File: config.mk
export PLATFORM = sky130hd
export DESIGN_NAME = switch_egress_reader
export DESIGN_NICKNAME = d
export VERILOG_FILES = /design/src/rtl/switch_egress_reader.sv
export SDC_FILE = /design/constraint.sdc
export NUM_CORES = 1
export LEC_CHECK = 0
export CORE_ASPECT_RATIO = 0.5
export CORE_UTILIZATION = 45
export CTS_CLUSTER_SIZE = 10
export DETAILED_ROUTE_END_ITERATION = 8
export MAX_ROUTING_LAYER = met4
export SLEW_MARGIN = 20
export SYNTH_ARGS = -nofsm -noshare
export SYNTH_HDL_FRONTEND = slang
export SYNTH_SLANG_ARGS = --single-unit
File: constraint.sdc
create_clock -name clk -period 4.2 [get_ports clk]
set_clock_uncertainty 0.1 [all_clocks]
set_input_delay 1.05 -clock clk [delete_from_list [all_inputs] [get_ports clk]]
set_output_delay 1.05 -clock clk [all_outputs]
set_load 0.005 [all_outputs]
File: src/rtl/switch_egress_reader.sv
// switch_egress_reader: per-port egress FIFOs drained by Avalon-MM reads, with status and irq
module switch_egress_reader #(
    parameter int NUM_PORTS = 3,
    parameter int DEPTH     = 4,
    parameter int DATA_W    = 32
) (
    input  logic                        clk,
    input  logic                        reset,
    input  logic                        chipselect,
    input  logic                        read,
    input  logic [3:0]                  address,
    output logic [31:0]                 readdata,
    input  logic [NUM_PORTS-1:0]        in_valid,
    input  logic [NUM_PORTS*DATA_W-1:0] in_data,
    output logic [NUM_PORTS-1:0]        in_ready,
    output logic                        irq
);
    localparam int AW = $clog2(DEPTH);
    localparam int CW = $clog2(DEPTH + 1);

    logic [DATA_W-1:0]    mem [NUM_PORTS][DEPTH];
    logic [AW-1:0]        wr_ptr [NUM_PORTS];
    logic [AW-1:0]        rd_ptr [NUM_PORTS];
    logic [CW-1:0]        count [NUM_PORTS];
    logic [CW-1:0]        count_nxt [NUM_PORTS];
    logic [NUM_PORTS-1:0] empty, full, push, pop, uf_set, underflow, underflow_nxt;
    logic [31:0]          status, rd_nxt;
    logic                 acc, irq_nxt;

    always_comb begin
        acc     = chipselect && read;
        status  = '0;
        rd_nxt  = '0;
        irq_nxt = 1'b0;
        for (int p = 0; p < NUM_PORTS; p++) begin
            empty[p]       = count[p] == '0;
            full[p]        = count[p] == CW'(DEPTH);
            in_ready[p]    = !full[p];
            push[p]        = in_valid[p] && !full[p];
            pop[p]         = acc && address == 4'(p + 1) && !empty[p];
            uf_set[p]      = acc && address == 4'(p + 1) && empty[p];
            count_nxt[p]   = count[p] + CW'(push[p]) - CW'(pop[p]);
            irq_nxt        = irq_nxt || count_nxt[p] != '0;
            status[p]      = empty[p];
            status[8 + p]  = full[p];
            status[16 + p] = underflow[p];
            if (pop[p]) rd_nxt = mem[p][rd_ptr[p]];
        end
        if (address == 4'd0) rd_nxt = status;
        // a same-cycle underflow survives the clear-on-read of STATUS
        underflow_nxt = ((acc && address == 4'd0) ? '0 : underflow) | uf_set;
    end

    always_ff @(posedge clk or negedge reset) begin
        if (!reset) begin
            readdata  <= '0;
            irq       <= 1'b0;
            underflow <= '0;
            for (int p = 0; p < NUM_PORTS; p++) begin
                wr_ptr[p] <= '0;
                rd_ptr[p] <= '0;
                count[p]  <= '0;
            end
        end else begin
            if (acc) readdata <= rd_nxt;
            irq       <= irq_nxt;
            underflow <= underflow_nxt;
            for (int p = 0; p < NUM_PORTS; p++) begin
                if (push[p]) wr_ptr[p] <= wr_ptr[p] + AW'(1);
                if (pop[p]) rd_ptr[p] <= rd_ptr[p] + AW'(1);
                count[p] <= count_nxt[p];
            end
        end
    end

    always_ff @(posedge clk) begin
        for (int p = 0; p < NUM_PORTS; p++)
            if (push[p]) mem[p][wr_ptr[p]] <= in_data[p*DATA_W +: DATA_W];
    end
endmodule

Word level (Yosys, flattened, before mapping):

Memories as Yosys holds them, arrays and structs flattened.
Index checks and enable logic that the tools add are counted.

* bits in registers: 57
* RAM bits: 384
* input port bits: 107
* memories kept: 1

Memories
* mem: depth 3, width 128, read ports 3, clocked after Yosys merged registers in 0, write ports 3, line 21 `logic [DATA_W-1:0] mem [NUM_PORTS][DEPTH];`

* $add $sub $neg: 12
* order comparisons: 9
* eq/ne operators: 6
* mux-type cells: 26
* bitwise gates (word level): 7
* reductions and logical operators: 32

Operators by type and width (number)
* 32-bit 2-to-1 mux: 13
* 128-bit 2-to-1 mux: 3
* 32-bit binary-select mux with 2-bit select: 3
* 32-bit demux with 2-bit select: 3
* 3-bit greater-or-equal comparator, second input constant: 6
* 2-bit inverter with 3-bit output: 6
* 1-bit logical AND: 17
* 2-bit by 1-bit adder with 2-bit output, second input constant: 6
* 3-bit by 1-bit adder with 3-bit output: 3
* 3-bit == test, second input constant: 3
* 3-bit zero test: 3
* 3-bit by 1-bit less-than comparator with 1-bit output, second input constant: 3
* 3-bit nonzero test: 3
* 3-bit by 1-bit subtractor with 3-bit output: 3
* 4-bit by 2-bit == test with 1-bit output, second input constant: 2
* 1-bit zero test: 6
* 4-bit by 1-bit == test with 1-bit output, second input constant: 1
* 4-bit zero test: 1
* 1-bit 2-to-1 mux: 3
* 3-bit 2-to-1 mux: 1
* 3-bit OR: 1
* 1-bit logical OR: 2

Depth between registers and ports, before layout:

Gate-level depths: netlist (run 1).

* word-level depth: 8
* mapped depth: 11

Worst setup path before layout (run 1):

Ideal clock, no wire load.

* kind: input port to flip-flop
* from: input address[2]
* to: register irq
* library setup time: 139 ps
* arrival: 3397 ps
* required time: 3961 ps
* path slack: 564 ps
* stages on the path: 11
* cell sequence: and4bb_2 -> and3_1 -> buf_2 -> buf_2 -> ha_1 -> inv_1 -> ha_1 -> fa_1 -> xor2_1 -> xnor2_1 -> or4_1

RTL lines
* start: declaration: line 11 `input logic [3:0] address,`
* end signal: assignment: line 66 `irq <= irq_nxt;`
* end: declaration: line 16 `output logic irq`

==> metrics.md, run 1 <==
| Metric | Value |
|---|---|
| P_int | 9270 uW |
| Gate power share | 20.6% |
| Synthesized instance count | ~850 |
| Clk slew on worst S/H paths | 0.06 ns |
| Seq/Total Area, Yosys | 75.1% |
| WL met2 | about 19000 um |
| Top routing layer in use | met4 |
| Vias in the first global route | 9355 |
| Setup Viol. Count Final | 0 |
| Clock Tree Buf Depth | 3 |
| Placement row count | 50 |
| I/O pin count | 143 |
| Max-Cap Viols | 0 |
| Drt first pass iters | 5 |
| Worst min-delay path class | flip-flop to flip-flop |
| Die Ht | ~140 um |
| Fmax | ~0.29 GHz |
| Final non-filler cell total | 1584 |
| Main area contributors after synthesis | edfxtp_1 (67%), mux4_2 (9.7%), dfrtp_1 (8.3%) |
| Initial antenna violation count | 0 |
| Reg2Reg Depth | 8 |
| Yosys Warn Count | 0 |
| Clock root cell | clkbuf_16 |
| CP Capture Point | irq |
| Post-CTS sizing | 0 |
| Critical path required time | 4.51 ns |
| Global-route usage over all layers | roughly 21% |
| Post-Route Setup TNS | 0 ns |
| Antenna Cells | 0 |
| Via density | ~5.6 |
| Status | complete, no violations |
| Final RePlAce weighted congestion | 0.818 |
| Unrepaired setup endpoints after global routing | false |
| Arrival time worst endpoint | 3.80 ns |
| CTS buffer count | 50 |
| Syn Nets | 975 |
| DP HPWL | 25400 um |
| Layout fillers | between 2000 and 3000 |
| Post-synth top cells | edfxtp_1 (384), mux4_2 (74), dfrtp_1 (57) |
| R2R Path End | irq |
| CP Capture Type | flip-flop |
| Detailed Route WL | 39900 um |
| Cell Area, Synth | 17300 um2 |
| Clk network pwr share | 30.5% |
| Area growth syn-to-layout | 20.1% |
| First-pass GRT wire length | a little under 60000 um |
| Leakage | 0.00691 uW |
| Yosys top cell area share | about 67% |
| Iteration-0 DRC Markers | roughly 610 |
| Largest net degree at the start of global routing | 34 |
| Drc violations | 0 |
| Met3 Wirelength | 2360 um |
| Mapped Avg Cell Area | 20.3 um2 |
| Nets | 1152 |
| DR vias | between 8000 and 9000 |
| Fin crit period | approximately 3.5 ns |
| Synth Register Bits | 441 |
| Most frequent cell after synthesis | edfxtp_1 |
| Crit path from | address[1] |
| Die area | 39200 um2 |
| CTS tree | yes |
| Worst-Margin Slew | 0.950 ns |
| Initial Utilization | a little under half |
| Crit path launch type | input pin |
| PwrDens | just over 600 nW/um2 |
| IO Port Bufs | 142 |
| Yosys top cell by area | edfxtp_1 |
| DP Cell Count | between 1000 and 1500 |
| Total setup buffers inserted after CTS | 0 |
| CORE AREA | 37600 um2 |
| Synth async-reset ratio | 12.9% |
| Seq pwr share | 48.9% |
| Final number of hold-violating endpoints | 0 |
| Final ANT Viol Nets | 0 |
| Count of hold-fix buffers inserted at cts | 0 |
| M1 WL | 17400 um |
| Slew margin rel. | 36.7% |
| WL/cell | 25.2 um |
| Layout cell share with drive strength beyond 1 | 16.2% |
| Distinct cell type count after synthesis | 44 |
| Top FF cell, synth | edfxtp_1 |
| Post-synth EDFFs | 384 |
| Grt total ovfl | 0 |
| Crit-path max FO | 10 |
| CP Class | input pin to flip-flop |
| Switching share of power | a little over a quarter |
| Die width | 279 um |
| Worst R2R Setup Slack | 1.16 ns |
| Slew Viols, Final | 0 |
| Fin crit share | 82.9% |
| Worst r2r src | count[4] |
| Worst-Skew Late Latency | 0.56 ns |
| H-tree depth | 2 |
| Sw Pwr | roughly 3500 uW |
| Clk sinks | 441 |
| Worst vdd ir | 319 uV |
[sequential cells by signal, summed over array words and instances, names as in the netlist]
signal and count:
readdata 32, count 9, irq 1, mem 384, underflow 3, wr_ptr 6, rd_ptr 6
[logic make-up after synthesis]
kind of cell	share of synthesized area, %
adders and majority gates	1.51
muxes	13.2
and+or+nand+nor	2.62
buffers and inverters	1.81
xor gates and xnor gates	0.863
DFF	75.1
AOI/OAI and AO/OA	4.92
[critical path, cell delays in order]
cell and delay [ns]:
clkdlybuf4s50_1 0.60, and2b_1 0.31, and3_1 0.27, xnor2_1 0.14, ha_1 0.19, fa_1 0.45, nor4_1 0.31, nand2_1 0.08
or4_1 0.40
[power groups by stage]
| stage | clock network [uW] | logic, uW | registers [uW] |
|---|---|---|---|
| after floorplan | 0 | 1990 | 5980 |
| after global placement | 0 | 2670 | 6290 |
| after detailed placement | 0 | 2690 | 6350 |
| after CTS | 3960 | 2700 | 6260 |
| after global routing | 4140 | 2840 | 6340 |
| final | 3890 | 2630 | 6240 |
[layer usage]
layer	vias to the layer above	GRT usage, %
met5	-	-
met4	0	5.32
met3	58	4.35
met2	239	33.4
met1	4738	29.3
li1	3845	-
[worst min path at each step]
stage / startpoint / to / slack, ns / cells past startpoint
3_3_place_gp: underflow[1] / underflow[1] / 0.38 / 2
3_5_place_dp: underflow[2] / underflow[2] / 0.40 / 2
4_1_cts: underflow[2] / underflow[2] / 0.41 / 2
6_report: underflow[2] / underflow[2] / 0.41 / 2
5_1_grt: underflow[1] / underflow[1] / 0.45 / 2
2_1_floorplan: underflow[1] / underflow[1] / 0.35 / 2
[placed cells by master (no fill, tap or decap), drive strengths merged, types with 6 or more instances in the layout]
master,count
a211oi,8
a21boi,23
a21oi,23
a22oi,28
and3,14
and4,10
buf,29
clkbuf,88
clkdlybuf4s50,141
dfrtp,57
edfxtp,384
ha,16
inv,14
mux4,96
nand2,40
nor2,6
o21ai,42
xnor2,13
[final cells by class]
cell class,count,area [um2],area share (%)
Sequential cell,441,13000,62.6
Multi-Input combinational cell,351,3990,19.3
Timing Repair Buffer,170,1640,7.91
Clock buffer,88,1420,6.83
Tap cell,520,651,3.14
Inverter,12,45.0,0.217
Clock inverter,2,17.5,0.0845
[stage by stage]
stage	utilization (%)	hold WS [ns]	total power [uW]	instance area (um2)	setup WS, ns
4_1_cts	55.1	0.408	12900	20700	0.699
2_1_floorplan	-	0.351	7970	17300	0.564
3_3_place_gp	51.3	0.382	8960	19300	0.233
3_5_place_dp	51.3	0.395	9030	19300	0.161
6_report	55.1	0.408	12800	20700	0.717
5_1_grt	55.1	0.445	13300	20700	0.542
No activity file was read; power rests on OpenSTA's default activity.
==> inputs of run 2 (changes only) <==
PLACE_DENSITY = 0.67   (was default)
clock period = 3.2 ns   (was 4.2 ns; I/O delays follow)
==> metrics.md, run 2 (synthesis gave the netlist of run 1 again) <==
| Metric | Value |
|---|---|
| Status | complete, no violations |
| Worst-Skew Late Latency | 0.57 ns (about the same) |
| Final RePlAce weighted congestion | 0.813 (-0.61%) |
| Via density | 5.48 (-2.3%) |
| Commonest non-fill, non-tap cell in the layout | edfxtp_1 |
| Vias in the first global route | 9323 (-0.34%) |
| Die Ht | 140 um (unchanged) |
| DR vias | 8865 (-0.17%) |
| Die area | 39200 um2 (unchanged) |
| Clk slew on worst S/H paths | 0.06 ns (about the same) |
| Worst-Margin Slew | 0.662 ns (-0.289 ns) |
| Final number of hold-violating endpoints | 0 (unchanged) |
| IO Port Bufs | 142 (unchanged) |
| Fin util | 56.3% (+1.2 points) |
| Fin crit period | 3.03 ns |
| CORE AREA | 37600 um2 (unchanged) |
| PwrDens | 796 nW/um2 (+29%) |
| Slew margin rel. | 55.7% (+19 points) |
| Placement row count | 50 (unchanged) |
| Drc violations | 0 (unchanged) |
| Arrival time worst endpoint | 3.36 ns (-0.44 ns) |
| WL/cell | 23.4 um (-7.0%) |
| Global-route usage over all layers | 20.4% (-1.1 points) |
| Nets | 1182 (+2.6%) |
| CP Class | input pin to flip-flop |
| Slew Viols, Final | 0 (unchanged) |
| Drt first pass iters | 5 (unchanged) |
| Clk sinks | 441 (unchanged) |
| Clock root cell | clkbuf_16 |
| Initial Utilization | 45.9% (unchanged) |
| H-tree depth | 2 (unchanged) |
| Post-Route Setup TNS | 0 ns (unchanged) |
| Hold_ws | 0.107 ns (-0.301 ns) |
| Final non-filler cell total | 1619 (+2.2%) |
| DP HPWL | 24300 um (-4.2%) |
| Post-layout total power | 16800 uW (+32%) |
| Clock Tree Buf Depth | 3 (unchanged) |
| Max FFs per register | 384 (unchanged) |
| CTS tree | yes |
| Most frequent cells in the layout | edfxtp_1 (384), clkdlybuf4s50_1 (141), mux4_2 (74) |
| Leakage | 0.00710 uW (+2.8%) |
| DP Cell Count | 1524 (+2.0%) |
| Worst vdd ir | 396 uV (+24%) |
| Fmax | 0.330 GHz |
| Die width | 279 um (unchanged) |
| Post-CTS sizing | 0 (unchanged) |
| I/O pin count | 143 (unchanged) |
| Iteration-0 DRC Markers | 639 (+4.9%) |
| Fin crit share | 94.8% |
| Largest net degree at the start of global routing | 34 (unchanged) |
| Crit path launch type | input pin |
| Layout fillers | 2755 (-5.2%) |
| Grt total ovfl | 0 (unchanged) |
| Critical path required time | 3.53 ns (-0.98 ns) |
| Detailed Route WL | 37900 um (-5.0%) |
| First-pass GRT wire length | 57200 um (-3.4%) |
| Unrepaired setup endpoints after global routing | false |
| Layout cell share with drive strength beyond 1 | 18.8% (+2.6 points) |
| Worst min-delay path class | input pin to asynchronous set/reset pin |
| Total setup buffers inserted after CTS | 0 (unchanged) |
| Max-Cap Viols | 0 (unchanged) |
| Initial antenna violation count | 1 (+1) |
| CP Capture Type | flip-flop |
| CTS buffer count | 50 (unchanged) |
| Count of hold-fix buffers inserted at cts | 0 (unchanged) |
| Setup Viol. Count Final | 0 (unchanged) |
| Final ANT Viol Nets | 0 (unchanged) |
| Crit-path max FO | 6 (-4) |
| Area growth syn-to-layout | 22.6% |
[run 2: changes by cell type in the layout (fill, tap and decap cells not counted), sizes merged]
cell and change:
buf +30, inv -1, clkbuf +3, clkinv +2, diode +1
[run 2: layout make-up]
| type | instances | area (um2) | area share, % |
|---|---|---|---|
| diodes | 1 | 2.50 | 0.0118 |
| clock buffers | 91 | 1430 | 6.74 |
| clock inverters | 3 | 41.3 | 0.195 |
| inverters | 12 | 45.0 | 0.213 |
| multi-input cells | 351 | 4010 | 19.0 |
| flip-flops and latches | 441 | 13000 | 61.3 |
| well taps | 520 | 651 | 3.08 |
| repair buffers | 200 | 2010 | 9.52 |
[run 2: final timing paths]
kind                                    from           end  slack (ns)  cells past startpoint
worst max-delay path              address[2]           irq        0.17                      9
worst min-delay path                   reset  readdata[13]        0.11                      1
worst max register to register      count[4]           irq        0.40                      8
worst min register to register  underflow[1]  underflow[1]        0.40                      2
max in group asynchronous              reset  underflow[0]        2.03                      2
min in group clk                underflow[1]  underflow[1]        0.40                      2
[run 2: power breakdown]
group | leakage (uW) | switching [uW] | internal [uW]
clock network | 0.000694 | 2150 | 2990
logic | 0.00215 | 1840 | 1840
registers | 0.00426 | 504 | 7510
[run 2: per-layer routing]
metal	global-route usage [%]	vias to the layer above	part of all wire, %
met3	3.17	65	4.7
met2	33.9	230	51
li1	-	3921	-
met1	26.2	4649	42
met5	-	-	0
met4	6.22	0	2.3
[run 2: critical path, stage by stage]
cell	delay, ns
clkdlybuf4s50_1	0.42
and4bb_2	0.39
and3_1	0.23
xnor2_1	0.14
ha_1	0.20
fa_1	0.45
nor4_1	0.27
nand2_1	0.07
or4_1	0.39
[run 2: metrics by stage]
| step | setup slack [ns] | instance area [um2] |
|---|---|---|
| finish | 0.167 | 21200 |
| global route | 0.0186 | 21200 |
| CTS | 0.165 | 21200 |
| detailed placement | -0.393 | 19700 |
| global placement | -0.384 | 19700 |
| floorplan | -0.00108 | 17300 |
